--- src/rtl/pio_in_edge_capture.sv ---
// pio_in_edge_capture
// Avalon-MM input port with per-bit synchroniser, sticky edge capture,
// interrupt mask and a registered level interrupt.
//
// Register map (readdata[31:WIDTH] always 0):
//   0 DATA    synchronised input value, writes ignored
//   1 DIR     reads 0, writes ignored (input-only port)
//   2 IRQMASK read/write
//   3 EDGECAP sticky capture bits, write-one-to-clear (a new edge wins over a clear)
module pio_in_edge_capture #(
    parameter int WIDTH       = 6,
    parameter int SYNC_STAGES = 2,
    parameter int EDGE_TYPE   = 0,
    parameter int IRQ_ENABLE  = 1
) (
    input  logic             clk,
    input  logic             reset,
    input  logic [1:0]       address,
    input  logic             chipselect,
    input  logic             write_n,
    input  logic [31:0]      writedata,
    input  logic [WIDTH-1:0] in_port,
    output logic [31:0]      readdata,
    output logic             irq
);

    // The arm counter runs for SYNC_STAGES+1 clocks after reset release.
    localparam int ARM_LAST = SYNC_STAGES;
    localparam int CNT_W    = $clog2(SYNC_STAGES + 2);

    logic [SYNC_STAGES-1:0][WIDTH-1:0] sync_chain;
    logic [WIDTH-1:0]                  sync_val;
    logic [WIDTH-1:0]                  prev_val;
    logic [WIDTH-1:0]                  edge_raw;
    logic [WIDTH-1:0]                  edge_hit;
    logic [WIDTH-1:0]                  clr_bits;
    logic [WIDTH-1:0]                  wdata_w;
    logic [WIDTH-1:0]                  edge_cap;
    logic [WIDTH-1:0]                  irq_mask;
    logic [CNT_W-1:0]                  arm_count;
    logic                              armed;
    logic                              write_en;
    logic [31:0]                       read_mux;
    logic                              unused_wdata;

    assign sync_val     = sync_chain[SYNC_STAGES-1];
    assign write_en     = chipselect & ~write_n;
    assign wdata_w      = writedata[WIDTH-1:0];
    assign unused_wdata = ^writedata;

    // Shift each asynchronous input through the synchroniser chain.
    always_ff @(posedge clk or posedge reset) begin
        if (reset) begin
            sync_chain <= '0;
        end else begin
            sync_chain[0] <= in_port;
            for (int i = 1; i < SYNC_STAGES; i++) begin
                sync_chain[i] <= sync_chain[i-1];
            end
        end
    end

    // Keep the previous synchronised value for edge detection.
    always_ff @(posedge clk or posedge reset) begin
        if (reset) begin
            prev_val <= '0;
        end else begin
            prev_val <= sync_val;
        end
    end

    // Hold off edge detection until the zeroed chain has flushed, so inputs
    // already high at power-up do not look like rising edges.
    always_ff @(posedge clk or posedge reset) begin
        if (reset) begin
            arm_count <= '0;
            armed     <= 1'b0;
        end else if (!armed) begin
            if (arm_count == CNT_W'(ARM_LAST)) begin
                armed <= 1'b1;
            end else begin
                arm_count <= arm_count + CNT_W'(1);
            end
        end
    end

    // Pick the configured edge type and gate it with the arm flag.
    always_comb begin
        edge_raw = '0;
        if (EDGE_TYPE == 0) begin
            edge_raw = sync_val & ~prev_val;
        end else if (EDGE_TYPE == 1) begin
            edge_raw = ~sync_val & prev_val;
        end else begin
            edge_raw = sync_val ^ prev_val;
        end
        edge_hit = armed ? edge_raw : '0;
    end

    // Write-one-to-clear mask, only on a write to EDGECAP.
    always_comb begin
        clr_bits = '0;
        if (write_en && (address == 2'd3)) begin
            clr_bits = wdata_w;
        end
    end

    // Sticky capture bits; a same-cycle edge keeps the bit set.
    always_ff @(posedge clk or posedge reset) begin
        if (reset) begin
            edge_cap <= '0;
        end else begin
            edge_cap <= (edge_cap & ~clr_bits) | edge_hit;
        end
    end

    // Interrupt mask register exists only when interrupts are enabled.
    generate
        if (IRQ_ENABLE != 0) begin : g_mask
            always_ff @(posedge clk or posedge reset) begin
                if (reset) begin
                    irq_mask <= '0;
                end else if (write_en && (address == 2'd2)) begin
                    irq_mask <= wdata_w;
                end
            end
        end else begin : g_no_mask
            assign irq_mask = '0;
        end
    endgenerate

    // Read multiplexer, zero-extended to the 32-bit bus.
    always_comb begin
        read_mux = '0;
        case (address)
            2'd0:    read_mux = 32'(sync_val);
            2'd1:    read_mux = '0;
            2'd2:    read_mux = 32'(irq_mask);
            default: read_mux = 32'(edge_cap);
        endcase
    end

    // Register read data and the level interrupt every clock.
    always_ff @(posedge clk or posedge reset) begin
        if (reset) begin
            readdata <= '0;
            irq      <= 1'b0;
        end else begin
            readdata <= read_mux;
            irq      <= |(edge_cap & irq_mask);
        end
    end

endmodule
--- config.mk ---
export PLATFORM = sky130hd
export DESIGN_NAME = pio_in_edge_capture
export DESIGN_NICKNAME = d
export VERILOG_FILES = /design/src/rtl/pio_in_edge_capture.sv
export SDC_FILE = /design/constraint.sdc
export NUM_CORES = 1
export LEC_CHECK = 0
export CORE_MARGIN = 2
export CORE_UTILIZATION = 37
export CTS_CLUSTER_DIAMETER = 50
export DETAILED_ROUTE_END_ITERATION = 12
export PLACE_DENSITY = 0.79
export SKIP_LAST_GASP = 1
export SLEW_MARGIN = 20
export SYNTH_ARGS = -nofsm -noshare
export SYNTH_HDL_FRONTEND = slang
export SYNTH_SLANG_ARGS = --single-unit
--- constraint.sdc ---
create_clock -name clk -period 1.1 [get_ports clk]
set_clock_uncertainty 0.1 [all_clocks]
set_input_delay 0.11 -clock clk [delete_from_list [all_inputs] [get_ports clk]]
set_output_delay 0.11 -clock clk [all_outputs]
set_load 0.05 [all_outputs]
# Word-level counts from Yosys, hierarchy flattened
# Index checks and enable logic that the tools add are counted.
[totals]
mem_count = 0
output_inout_bits = 33
mem_bits_rw = 0
elab_cells = 34
register_bits = 66
romBits = 0
latch_bits = 0
[classes]
n_bitwise = 10
shift = 0
muxes = 5
div = 0
mul = 0
n_eq_ne = 4
n_lt_le_gt_ge = 0
reduce_logical = 5
addsub = 1
[ops]
columns = ["operator", "n"]
rows = [
  ["bitwise AND 6 bit", 3],
  ["one-hot mux 6 bit (3 select lines)", 1],
  ["two-way mux 6 bit", 2],
  ["NOT 6 bit", 2],
  ["== test 2 bit (second input constant)", 3],
  ["bitwise OR 6 bit", 1],
  ["OR reduction 6 bit", 1],
  ["NOT 1 bit", 3],
  ["adder 2 x 1 -> 2 bit (second input constant)", 1],
  ["== test 2 x 1 -> 1 bit (second input constant)", 1],
  ["logical AND 1 bit", 2],
  ["logical NOT 2 bit", 1],
  ["two-way mux 1 bit", 2],
  ["AND reduction 2 bit", 1],
  ["bitwise AND 1 bit", 1],
]

# Logic depth before layout (Yosys ltp)
[logic_depth]
word_depth = 7
mapped_depth = 4
depth_no_buf = 4

# Worst setup path after synthesis
# No wires, ideal clock.
[synth_timing]
path_type = "register to register"
start = "register arm_count[0]"
end = "register arm_count[0]"
arrival_ns = 0.969
required_ns = 0.877
path_buffers = 0
stages_incl_launch_ff = 5
setup_ns = 0.123
slack_ns = -0.092
cell_sequence = "dfrtp_1 > inv_1 > ha_1 > or2_2 > xnor2_1"
[synth_via]
elab_chain_cells = 3
[synth_lines]
columns = ["element", "line_no", "text"]
rows = [
  ["from (decl)", "40", "logic [CNT_W-1:0] arm_count;"],
  ["from (signal assigned)", "82", "arm_count <= arm_count + CNT_W'(1);"],
  ["== test 2 bit", "79", "if (arm_count == CNT_W'(ARM_LAST)) begin"],
  ["NOT 1 bit (no line)", "--", ""],
  ["AND reduction 2 bit (no line)", "--", ""],
]
# Parallel ways exist; a longest one is shown, timed or not.
# A chain may end at the register's enable or synchronous reset.

# Worst setup path after layout
[layout_timing]
start = "register arm_count[1]"
end = "register arm_count[0]"
[layout_via]
elab_chain_cells = 3
[layout_lines]
columns = ["element", "line_no"]
rows = [
  ["== test 2 bit", "79"],
  ["NOT 1 bit (no line)", "--"],
  ["AND reduction 2 bit (no line)", "--"],
]
# Every way passes these cells.

==> metrics.txt <==
outcome finished, violations left; failing checks negative setup slack; worst endpoint required time 1190 ps; FF-to-FF Start arm_count[1]; global-route wire length before repair 4740 um; drt first-iter violations 47; WHS Path Cells 1; RSZ-0062 raised after global routing true; Startpoint Class register; Distinct cells, synth 21; largest net degree at the start of global routing 39; PwrDens 1640 nW/um^2; Total Power 3750 uW; die height 71.7 um; root buf cell clkbuf_8; final std cells w/o fill 230; fmax 0.879 GHz; Post-synth EDFFs 0; GP Congestion 0.805; DP HPWL 2160 um; post-synthesis sequential area ratio 59.0%; syn avg cell area 13.4 um^2; leakage power 0.00109 uW; Setup crit end kind register; Multi-input gate area 537 um^2; I/O Pins 77; clk_lat worst skew 300 ps; R2R Path End arm_count[0]; drc violations 0; min Tclk post-route 1140 ps; Yosys reg bits 40; worst IR drop on VDD 1020 uV; Slew Viols, Final 0; layout cells sized above 1 30.3%; GR Util All Layers 13.0%; 1st-pass router iterations 4; full die area 5140 um^2; crit path kind reg -> reg; WL final 3150 um; Commonest cells post-synth 40 x dfrtp_1, 26 x buf_4, 8 x inv_1; Synth Instances 127; Final #Nets 222; H-tree depth 2; synthesized area 1700 um^2; setup TNS -37.7 ps; antenna violations before repair 0; top-area cell type share of the netlist area 59.0%; max-cap violations 0; ys async rst share 100%; Hold Path Origin in_port[5]; Most used DFF post-synth dfrtp_1; Worst EP arrival 1230 ps; synth top area cells dfrtp_1 59%, buf_4 12%, mux2_4 5.3%; vias in the first global route 1009; die width 71.7 um; Initial Util 38.7%; CORE AREA 4380 um^2; R2R cell count 3; Port Buffers 24; Hold Fails Final Rpt 0; layout filler cell count 394; WHS Endpoint sync_chain[5]; Place WS -506 ps; Reg area 1000 um^2; CP max FO 3; total CTS buffers 5; CTS Sinks 40; Post-DRT Antenna Nets 0; Antenna Cells 0; Yosys top cell by area dfrtp_1; Post-DP Area 2090 um^2; Via density 4.40; Routed WL per cell 13.7 um; Area Growth Syn to Fin 34.6%; endpoints failing setup 1; final worst-path cycle share 103%; site row count 24; clock buffer depth 2; Reg clk slew, reported paths 80 ps; PnR worst setup slack -37.7 ps; Hold/Removal Path Class in -> reg; FF-to-FF setup slack -40 ps; fin area 2280 um^2; CTS tree yes; most frequent cell after synthesis dfrtp_1; yosys synthesis warning count 0; via count 1013; placed cell count 216; grt ovf 0
## registers in the layout, summed over array words and instances, names as in the netlist
register / count
arm_count: 2
armed: 1
edge_cap: 6
irq: 1
irq_mask: 6
prev_val: 6
readdata: 6
sync_chain: 6
sync_val: 6
## layer usage
metal	routed length [um]	GRT usage, %
met5	0	0
met4	95	9.43
met3	158	3.52
met2	1650	21.2
met1	1250	14.5
## final cells by class
cell class	instances	area share, %
Sequential cell	40	43.8
Inverter	8	1.48
Clock buffer	6	3.62
Tap cell	52	2.85
Clock inverter	2	1.70
Multi-Input combinational cell	74	23.5
Timing Repair Buffer	48	23.0
## how the worst max path moves through the flow
stage,start,endpoint
detailed placement,address[0],readdata[1]
finish,arm_count[1],arm_count[0]
floorplan,address[0],irq_mask[0]
global placement,address[0],irq_mask[1]
global route,arm_count[1],arm_count[0]
CTS,arm_count[1],arm_count[0]
## kinds of logic after synthesis
kind of cell               count (synthesis)  synth area share (%)
adders and majority gates                  1                 0.737
other                                      1                 0.221
DFF                                       40                  59.0
buffers and inverters                     38                  15.5
muxes                                     12                  9.29
xor gates and xnor gates                   1                 0.516
AOI/OAI and AO/OA                         17                  7.67
and+or+nand+nor                           17                  7.08
## report_power, final
part | leakage (uW) | switching (uW) | internal [uW]
combinational | 0.000575 | 445 | 375
sequential | 0.000449 | 77.4 | 1590
clock | 0.0000614 | 528 | 741
## per-stage QoR
stage                     hold WS, ps  util, %
after floorplan                 -11.2        -
after global placement            232     47.7
after detailed placement          235     47.7
after CTS                         133     50.7
after global routing              150     52.1
final                             139     52.1
## worst max-delay path, stage by stage (launching register included)
cell     delay (ps)
dfrtp_1         390
ha_2            180
or2_4           240
xnor2_1         120
## placed cells by master, fill, tap and decap left out
master | synthesis | routed
dfrtp_1 | 40 | 40
conb_1 | 1 | 26
buf_4 | 26 | 19
clkdlybuf4s50_1 | 0 | 13
buf_12 | 0 | 8
mux2_4 | 6 | 7
inv_1 | 8 | 7
a22o_1 | 6 | 6
nand2b_1 | 6 | 6
nand3b_1 | 6 | 6
o211ai_1 | 6 | 6
clkbuf_8 | 0 | 6
mux2_2 | 6 | 5
dlygate4sd2_1 | 0 | 4
a22oi_1 | 3 | 3
buf_6 | 3 | 2
and4bb_1 | 1 | 1
nor2_1 | 1 | 1
and4b_2 | 0 | 1
nand3_1 | 1 | 1
or2_4 | 0 | 1
clkinvlp_4 | 0 | 1
xnor2_1 | 1 | 1
o21ai_0 | 2 | 1
o21ai_1 | 0 | 1
ha_2 | 0 | 1
bufinv_16 | 0 | 1
clkinv_4 | 0 | 1
clkbuf_16 | 0 | 1
dlygate4sd3_1 | 0 | 1
## repair_timing
| action | CTS | global route |
|---|---|---|
| setup buffers | 0 | 3 |
| gates cloned | 0 | 2 |
| setup endpoints to repair | 20 | 43 |
| hold endpoints to repair | 2 | 0 |
| resized for setup | 6 | 2 |
| pin swaps | 1 | 1 |
| hold buffers | 1 | 0 |
No activity file was read; power rests on OpenSTA's default activity.
